`src/rtl/alu_ctrl_pkg.sv`:
```
// Shared definitions for the pipelined ALU control decoder.
// Holds the ALUOp classes, ALU control codes, R-type funct values and
// the per-stage payload struct carried down the pipeline.
package alu_ctrl_pkg;

  // ALUOp classes produced by the main control unit
  typedef enum logic [2:0] {
    OpAdd   = 3'b000,
    OpSub   = 3'b001,
    OpRtype = 3'b010,
    OpAnd   = 3'b011,
    OpOr    = 3'b100,
    OpXor   = 3'b101,
    OpSlt   = 3'b110,
    OpSltu  = 3'b111
  } alu_op_e;

  // ALU operation codes (low 4 bits of alu_ctrl)
  typedef enum logic [3:0] {
    CtrlAnd  = 4'b0000,
    CtrlOr   = 4'b0001,
    CtrlAdd  = 4'b0010,
    CtrlSll  = 4'b0011,
    CtrlSrl  = 4'b0100,
    CtrlSra  = 4'b0101,
    CtrlSub  = 4'b0110,
    CtrlSlt  = 4'b0111,
    CtrlXor  = 4'b1000,
    CtrlSltu = 4'b1001,
    CtrlNor  = 4'b1100
  } alu_ctrl_e;

  // R-type funct field values
  localparam logic [5:0] FnSll  = 6'b000000;
  localparam logic [5:0] FnSrl  = 6'b000010;
  localparam logic [5:0] FnSra  = 6'b000011;
  localparam logic [5:0] FnJr   = 6'b001000;
  localparam logic [5:0] FnAdd  = 6'b100000;
  localparam logic [5:0] FnAddu = 6'b100001;
  localparam logic [5:0] FnSub  = 6'b100010;
  localparam logic [5:0] FnSubu = 6'b100011;
  localparam logic [5:0] FnAnd  = 6'b100100;
  localparam logic [5:0] FnOr   = 6'b100101;
  localparam logic [5:0] FnXor  = 6'b100110;
  localparam logic [5:0] FnNor  = 6'b100111;
  localparam logic [5:0] FnSlt  = 6'b101010;
  localparam logic [5:0] FnSltu = 6'b101011;

  // Decoded payload held in each pipeline stage
  typedef struct packed {
    alu_ctrl_e ctrl;
    logic      shamt_sel;
    logic      illegal;
  } payload_t;

endpackage

```
`src/rtl/alu_ctrl_decode.sv`:
```
// Pure combinational ALU control decode.
//   alu_op_i  : ALUOp class from main control
//   funct_i   : instruction[5:0], only looked at for R-type
//   payload_o : {ALU control code, shamt select, illegal-funct flag}
module alu_ctrl_decode
  import alu_ctrl_pkg::*;
(
  input  logic [2:0] alu_op_i,
  input  logic [5:0] funct_i,
  output payload_t   payload_o
);

  always_comb begin
    payload_o.ctrl      = CtrlAdd;
    payload_o.shamt_sel = 1'b0;
    payload_o.illegal   = 1'b0;
    case (alu_op_e'(alu_op_i))
      OpAdd:  payload_o.ctrl = CtrlAdd;
      OpSub:  payload_o.ctrl = CtrlSub;
      OpAnd:  payload_o.ctrl = CtrlAnd;
      OpOr:   payload_o.ctrl = CtrlOr;
      OpXor:  payload_o.ctrl = CtrlXor;
      OpSlt:  payload_o.ctrl = CtrlSlt;
      OpSltu: payload_o.ctrl = CtrlSltu;
      OpRtype: begin
        case (funct_i)
          FnAdd, FnAddu, FnJr: payload_o.ctrl = CtrlAdd;
          FnSub, FnSubu:       payload_o.ctrl = CtrlSub;
          FnAnd:               payload_o.ctrl = CtrlAnd;
          FnOr:                payload_o.ctrl = CtrlOr;
          FnXor:               payload_o.ctrl = CtrlXor;
          FnNor:               payload_o.ctrl = CtrlNor;
          FnSlt:               payload_o.ctrl = CtrlSlt;
          FnSltu:              payload_o.ctrl = CtrlSltu;
          FnSll: begin
            payload_o.ctrl      = CtrlSll;
            payload_o.shamt_sel = 1'b1;
          end
          FnSrl: begin
            payload_o.ctrl      = CtrlSrl;
            payload_o.shamt_sel = 1'b1;
          end
          FnSra: begin
            payload_o.ctrl      = CtrlSra;
            payload_o.shamt_sel = 1'b1;
          end
          // Unsupported funct still drives ADD so EX does something harmless
          default: payload_o.illegal = 1'b1;
        endcase
      end
      default: payload_o.ctrl = CtrlAdd;
    endcase
  end

endmodule

```
`src/rtl/alu_control_pipe.sv`:
```
// Pipelined ALU control decoder between ID and EX.
//   clk, rst_n         : clock, synchronous active-low reset
//   in_valid           : alu_op/funct valid this cycle
//   stall / flush      : hold all stages / invalidate all stages (flush wins)
//   alu_op, funct      : ALUOp class and instruction[5:0]
//   out_valid          : outputs below are valid
//   alu_ctrl           : ALU operation code (upper bits zero when CTRL_W > 4)
//   shamt_sel          : ALU B operand takes shamt
//   illegal            : R-type with unsupported funct
//   ill_count          : saturating count of accepted illegal functs
// CTRL_W must be at least 4; STAGES must be 1 or 2.
module alu_control_pipe
  import alu_ctrl_pkg::*;
#(
  parameter int unsigned CTRL_W    = 4,
  parameter int unsigned STAGES    = 1,
  parameter int unsigned ILL_CNT_W = 8
) (
  input  logic                 clk,
  input  logic                 rst_n,
  input  logic                 in_valid,
  input  logic                 stall,
  input  logic                 flush,
  input  logic [2:0]           alu_op,
  input  logic [5:0]           funct,
  output logic                 out_valid,
  output logic [CTRL_W-1:0]    alu_ctrl,
  output logic                 shamt_sel,
  output logic                 illegal,
  output logic [ILL_CNT_W-1:0] ill_count
);

  payload_t dec;

  alu_ctrl_decode u_decode (
    .alu_op_i  (alu_op),
    .funct_i   (funct),
    .payload_o (dec)
  );

  logic [STAGES-1:0]    vld_q, vld_d;
  payload_t             pld_q [STAGES];
  payload_t             pld_d [STAGES];
  logic [ILL_CNT_W-1:0] ill_cnt_q, ill_cnt_d;
  logic                 accept;

  assign accept = in_valid & ~stall & ~flush;

  always_comb begin
    vld_d = vld_q;
    for (int i = 0; i < STAGES; i++) pld_d[i] = pld_q[i];
    if (flush) begin
      // Only valid bits drop; payload holds
      vld_d = '0;
    end else if (!stall) begin
      vld_d[0] = in_valid;
      pld_d[0] = dec;
      for (int i = 1; i < STAGES; i++) begin
        vld_d[i] = vld_q[i-1];
        pld_d[i] = pld_q[i-1];
      end
    end
  end

  always_comb begin
    ill_cnt_d = ill_cnt_q;
    if (accept && dec.illegal && (ill_cnt_q != '1)) begin
      ill_cnt_d = ill_cnt_q + ILL_CNT_W'(1'b1);
    end
  end

  always_ff @(posedge clk) begin
    if (!rst_n) begin
      vld_q     <= '0;
      ill_cnt_q <= '0;
      for (int i = 0; i < STAGES; i++) pld_q[i] <= '0;
    end else begin
      vld_q     <= vld_d;
      ill_cnt_q <= ill_cnt_d;
      for (int i = 0; i < STAGES; i++) pld_q[i] <= pld_d[i];
    end
  end

  always_comb begin
    alu_ctrl      = '0;
    alu_ctrl[3:0] = pld_q[STAGES-1].ctrl;
  end

  assign out_valid = vld_q[STAGES-1];
  assign shamt_sel = pld_q[STAGES-1].shamt_sel;
  assign illegal   = pld_q[STAGES-1].illegal;
  assign ill_count = ill_cnt_q;

endmodule

```
`config.mk`:
```
export PLATFORM = sky130hd
export DESIGN_NAME = alu_control_pipe
export DESIGN_NICKNAME = d
export VERILOG_FILES = /design/src/rtl/alu_ctrl_pkg.sv /design/src/rtl/alu_ctrl_decode.sv /design/src/rtl/alu_control_pipe.sv
export SDC_FILE = /design/constraint.sdc
export NUM_CORES = 1
export LEC_CHECK = 0
export CAP_MARGIN = 5
export CORE_MARGIN = 10
export CORE_UTILIZATION = 41
export CTS_CLUSTER_SIZE = 24
export DETAILED_ROUTE_END_ITERATION = 10
export GPL_ROUTABILITY_DRIVEN = 0
export PLACE_DENSITY = 0.75
export SLEW_MARGIN = 25
export SYNTH_ARGS = -nofsm -noshare
export SYNTH_HDL_FRONTEND = slang
export SYNTH_SLANG_ARGS = --single-unit
```
`constraint.sdc`:
```
create_clock -name clk -period 1.43 [get_ports clk]
set_input_delay 0.2145 -clock clk [delete_from_list [all_inputs] [get_ports clk]]
set_output_delay 0.2145 -clock clk [all_outputs]
set_load 0.01 [all_outputs]
```
==> metrics, run 1 <==
die width just under 70 um; ant diodes 0; Hold Path Class in2reg; Final Hold Fails 0; RSZ-0062 raised after global routing yes; Synth Area per Inst 7.73 sq um; grt ovf 0; Synth top area share 0.324; IO Count 29; Post-synth top cells 15 x dfxtp_1, 12 x nor2_1, 11 x a21oi_1, 11 x o21ai_0, 6 x nand3_1; simple-gate portion of the synthesized area 0.297; area taken by flip-flops and latches just over 300 sq um; post-route setup slack -0.125 ns; max-slew violations 0; CTS sink cnt 15; CP Data Required Time 1.65 ns; Mapped Area 927 sq um; Warnings, synthesis 0; gr usage total 0.130; Max Cap Viol 0; initial antenna violation count 0; main combinational cell family by area after synthesis simple AND/OR/NAND/NOR gates; cts bufs inserted 3; outcome finished, violations left; cell count after synthesis 120; final-layout fill cell count 182; vias in the first global route around 1100; Slew headroom 0.775; worst skew pair latency 0.29 ns; die height just under 70 um; # rows 17; proportion of synthesized area in mux cells 0.0108; core area 2190 sq um; CP max FO 4; Crit. End Element flip-flop; XOR/XNOR Fraction of Synth Area 0.0189; PortBufs 28; CP Class reg2reg; CTS Hold Bufs 0; Max clock buf depth 2; DR WL/cell between 10 and 15 um; Synth Area in Compound Gates 0.278; Final HPWL DP 2370 um; CP arrival 1.78 ns; crit share post-route 1.09; FFs w/ async S/R, synth 0; residual DRC count 0; Seq/Total Area, Yosys 0.324; Setup Skew 0.00670 ns; Synth area leaders dfxtp_1 32%, a21oi_1 5.9%, o21ai_0 5.9%; via count 1127; failing checks setup timing; final WL ~3000 um; syn nets 135; H-tree depth 1; Multi-input gate area 632 sq um; pre-CTS WS -0.508 ns; nets@finish 198; Hold WS ~0.36 ns; Syn-to-layout area delta 68.8%; Iter 0 DRT Violations 40; startpoint types flip-flop; Reg clk slew, reported paths around 0.090 ns; count leader, synth dfxtp_1; Pleak 0.000674 uW; Adder-Cell Fraction of Synth Area 0.0135; Root Buffer clkbuf_4; Post-synth EDFFs 0; vias per cell 5.37; Slew @ Worst Pin 0.335 ns; power per cell area 578 nW/um^2; library cells used by synthesis 43; Setup Viol. Count Final 7; area of the die 4560 sq um; DR pass1 iterations 4; first-pass GRT wire length between 4000 and 5000 um; Synth area leader dfxtp_1; largest net degree at the start of global routing 11; post-route ant nets 0; CTS tree yes; Peak VDD IR approximately 0.00033 V; Final min period between 1.5 and 2 ns; Max Freq 0.643 GHz; layout cells sized above 1 0.319; Synth Flop Type dfxtp_1; Initial Util 0.423; Seq cells post-synth 15
## per-stage QoR
step / instances / total power [uW] / utilization / cell area, sq um / setup TNS, ns
after detailed placement: 205 / 655 / 0.681 / 1490 / -5.00
after global routing: 210 / 941 / 0.714 / 1570 / -1.22
after global placement: 205 / 650 / 0.681 / 1490 / -4.44
after CTS: 210 / 900 / 0.699 / 1530 / -0.450
after floorplan: 120 / 531 / - / 952 / -0.0739
final: 210 / 904 / 0.714 / 1570 / -0.692
## sequential cells by signal (all words and copies together), names as in the netlist
name / cells
ill_count: 8
pld_q: 6
out_valid: 1
## layout by cell type (no fill, tap or decap), types with 2 or more instances in the layout
cell type and n:
nand3_1 5, dlygate4sd2_1 13, o21ai_0 10, nand2_1 5, or4_1 2, buf_6 2
nor2_1 12, o31ai_1 2, clkbuf_4 3, dfxtp_1 12, a21oi_2 2, or3_1 4
buf_4 34, nand4_1 2, a31oi_1 2, inv_1 4, nor3_1 4, dlymetal6s2s_1 2
dfxtp_2 2, o211ai_1 4, a21oi_1 9, clkdlybuf4s50_1 13
## power breakdown
| part | switching [uW] | internal, uW | total [uW] |
|---|---|---|---|
| Combinational | 100 | 122 | 222 |
| Clock | 144 | 109 | 253 |
| Sequential | 4.38 | 425 | 429 |
| Total | 249 | 655 | 904 |
## critical path: stages (launching register included)
cell and delay, ns:
dfxtp_4 0.36, ha_4 0.16, nand3_2 0.08, o21a_1 0.16
nand4_4 0.11, or4_1 0.50, a21oi_2 0.13
## worst paths after layout
kind | startpoint | end | slack (ns) | depth (start not counted)
setup / recovery | ill_count[0]$_SDFFE_PN0P_ | ill_count[5]$_SDFFE_PN0P_ | -0.13 | 6
hold / removal | flush | out_valid$_SDFFE_PP0N_ | 0.36 | 3
setup reg to reg | ill_count[0]$_SDFFE_PN0P_ | ill_count[5]$_SDFFE_PN0P_ | -0.13 | 6
hold reg to reg | pld_q[0][0]$_SDFFE_PN0P_ | pld_q[0][0]$_SDFFE_PN0P_ | 0.46 | 2
## routing by layer
layer | vias up | share of wire | GRT usage
met5 | - | 0 | 0
met4 | 0 | 0.027 | 0.0615
met3 | 11 | 0.067 | 0.0347
met2 | 39 | 0.52 | 0.239
met1 | 507 | 0.39 | 0.133
li1 | 570 | - | -
## kinds of logic (layout without fill, tap and decap cells)
kind of cell / Yosys count / in the layout
multiplexers: 1 / 1
AND/OR/NAND/NOR: 50 / 50
XOR/XNOR: 2 / 2
buffers and inverters: 11 / 73
AO/OA/AOI/OAI: 40 / 40
flip-flops: 15 / 15
adder cells (fa/ha/maj): 1 / 1
## final cells by class
class | instances | area share
inverters | 5 | 0.0120
multi-input cells | 94 | 0.404
well taps | 28 | 0.0224
flip-flops and latches | 15 | 0.196
repair buffers | 64 | 0.349
clock buffers | 4 | 0.0168
## repair_timing
item,in CTS,in global routing
pin swaps,6,1
gates resized for setup,18,9
setup buffers,1,0
setup endpoints to repair,17,14
No activity file was read; power rests on OpenSTA's default activity.
==> run 2: changes to the inputs <==
--- a/config.mk
+++ b/config.mk
@@ -5,13 +5,13 @@
 export SDC_FILE = /design/constraint.sdc
 export NUM_CORES = 1
 export LEC_CHECK = 0
-export CAP_MARGIN = 5
 export CORE_MARGIN = 10
 export CORE_UTILIZATION = 41
 export CTS_CLUSTER_SIZE = 24
 export DETAILED_ROUTE_END_ITERATION = 10
 export GPL_ROUTABILITY_DRIVEN = 0
 export PLACE_DENSITY = 0.75
+export SKIP_LAST_GASP = 1
 export SLEW_MARGIN = 25
 export SYNTH_ARGS = -nofsm -noshare
 export SYNTH_HDL_FRONTEND = slang
==> metrics, run 2 (synthesis gave the netlist of run 1 again) <==
outcome finished, violations left; failing checks setup timing; ant diodes 0; top routing layer in use met4; Final min period 1.56 ns; final core utilization 0.714; # rows 17; met1 WL approximately 1100 um; Crit. End Element flip-flop; RSZ-0062 raised after global routing yes; Iter 0 DRT Violations 40; Pleak a little under 0.0007 uW; power per cell area 578 nW/um^2; startpoint types flip-flop; Logic pwr share 0.246; core area 2190 sq um; largest net degree at the start of global routing 11; Reg clk slew, reported paths 0.09 ns; PortBufs 28; commonest non-fill, non-tap cell in the layout buf_4; Slew headroom 0.775; vias in the first global route 1120; CP Class reg2reg; Max Cap Viol 0; CTS tree yes; via count 1127; Setup Skew approximately 0.0067 ns; Slew @ Worst Pin 0.335 ns; Setup Viol. Count Final 7; Met2 Routed Length 1520 um; post-route setup slack -0.125 ns; Max clock buf depth 2; grt ovf 0; CTS sink cnt 15; Peak VDD IR 0.000326 V; Psw 249 uW; Syn-to-layout area delta 68.8%; CP arrival 1.78 ns; max reg flops 8; Root Buffer clkbuf_4; layout cells sized above 1 0.319; cts bufs inserted 3; Seq pwr share 0.475; CP max FO 4; CP Data Required Time 1.65 ns; Final HPWL DP between 2000 and 2500 um; final WL around 2900 um; initial antenna violation count 0; vias per cell ~5.4; H-tree depth 1; DR pass1 iterations 4; Max Freq 0.643 GHz; Hold Path Class in2reg; commonest non-fill, non-tap cells in the layout 34 x buf_4, 13 x clkdlybuf4s50_1, 13 x dlygate4sd2_1, 12 x nor2_1, 12 x dfxtp_1; CTS Hold Bufs 0; worst skew pair latency between 0.2 and 0.3 ns; crit share post-route 1.09; gr usage total 0.130; Clk pwr share 0.280; Initial Util 0.423; die height 67.6 um; P_int 655 uW; die width 67.6 um; Cells after DPL 205; first-pass GRT wire length roughly 4700 um; Final Non-Filler Cells 210; Setup TNS Final -0.692 ns; max-slew violations 0; DR WL/cell approximately 14 um; IO Count 29; nets@finish 198; residual DRC count 0; Final Hold Fails 0; Routed met3 length between 150 and 200 um; area of the die 4560 sq um; sw frac 0.275; post-route ant nets 0
==> run 2: area by class of cell <==
cell class / count / area (sq um)
sequential: 15 / 307
timing repair buffer: 64 / 547
inverter: 5 / 18.8
multi-input combinational: 94 / 632
tap: 28 / 35.0
fill: 182 / 626
clock buffer: 4 / 26.3
==> run 2: metrics by stage <==
step           worst slack [ns]  power (uW)  hold WS [ns]  cell area, sq um
2_1_floorplan           -0.0251         531         0.294               952
3_3_place_gp             -0.453         650         0.450              1490
3_5_place_dp             -0.508         655         0.449              1490
4_1_cts                 -0.0968         900         0.352              1530
5_1_grt                  -0.196         941         0.368              1570
6_report                 -0.125         904         0.355              1570
==> run 2: critical path, cell delays in order, from the launching register on <==
cell     delay [ns]
dfxtp_4        0.36
ha_4           0.16
nand3_2        0.08
o21a_1         0.16
nand4_4        0.11
or4_1          0.50
a21oi_2        0.13
==> run 2: worst paths after layout <==
path	startpoint	endpoint	slack, ns	cells past startpoint
max	ill_count[0]$_SDFFE_PN0P_	ill_count[5]$_SDFFE_PN0P_	-0.13	6
min	flush	out_valid$_SDFFE_PP0N_	0.36	3
min reg2reg	pld_q[0][0]$_SDFFE_PN0P_	pld_q[0][0]$_SDFFE_PN0P_	0.46	2
max reg2reg	ill_count[0]$_SDFFE_PN0P_	ill_count[5]$_SDFFE_PN0P_	-0.13	6
==> run 2: power by group through the flow <==
stage	combinational [uW]	clock, uW	sequential [uW]
after global placement	211	0	439
after floorplan	87.3	0	443
after CTS	217	254	429
after detailed placement	216	0	439
after global routing	241	270	431
final	222	253	429
==> run 2: repair_timing <==
action | in CTS | in global routing
buffers inserted | 1 | 0
pin swaps | 6 | 1
setup endpoints to repair | 17 | 14
resized for setup | 18 | 9
endpoints found under the hold margin | 0 | 0
==> run 2: routing by layer <==
metal  up-vias  track usage
met3        11       0.0347
li1        570            -
met4         0       0.0615
met5         -            0
met2        39        0.239
met1       507        0.133
==> run 3: changes to the inputs <==
--- a/config.mk
+++ b/config.mk
@@ -7,7 +7,6 @@
 export LEC_CHECK = 0
 export CORE_MARGIN = 10
 export CORE_UTILIZATION = 41
-export CTS_CLUSTER_SIZE = 24
 export DETAILED_ROUTE_END_ITERATION = 10
 export GPL_ROUTABILITY_DRIVEN = 0
 export PLACE_DENSITY = 0.75
==> results of run 3 <==
No change in the layout: final DEF, timing and power equal those of run 2.
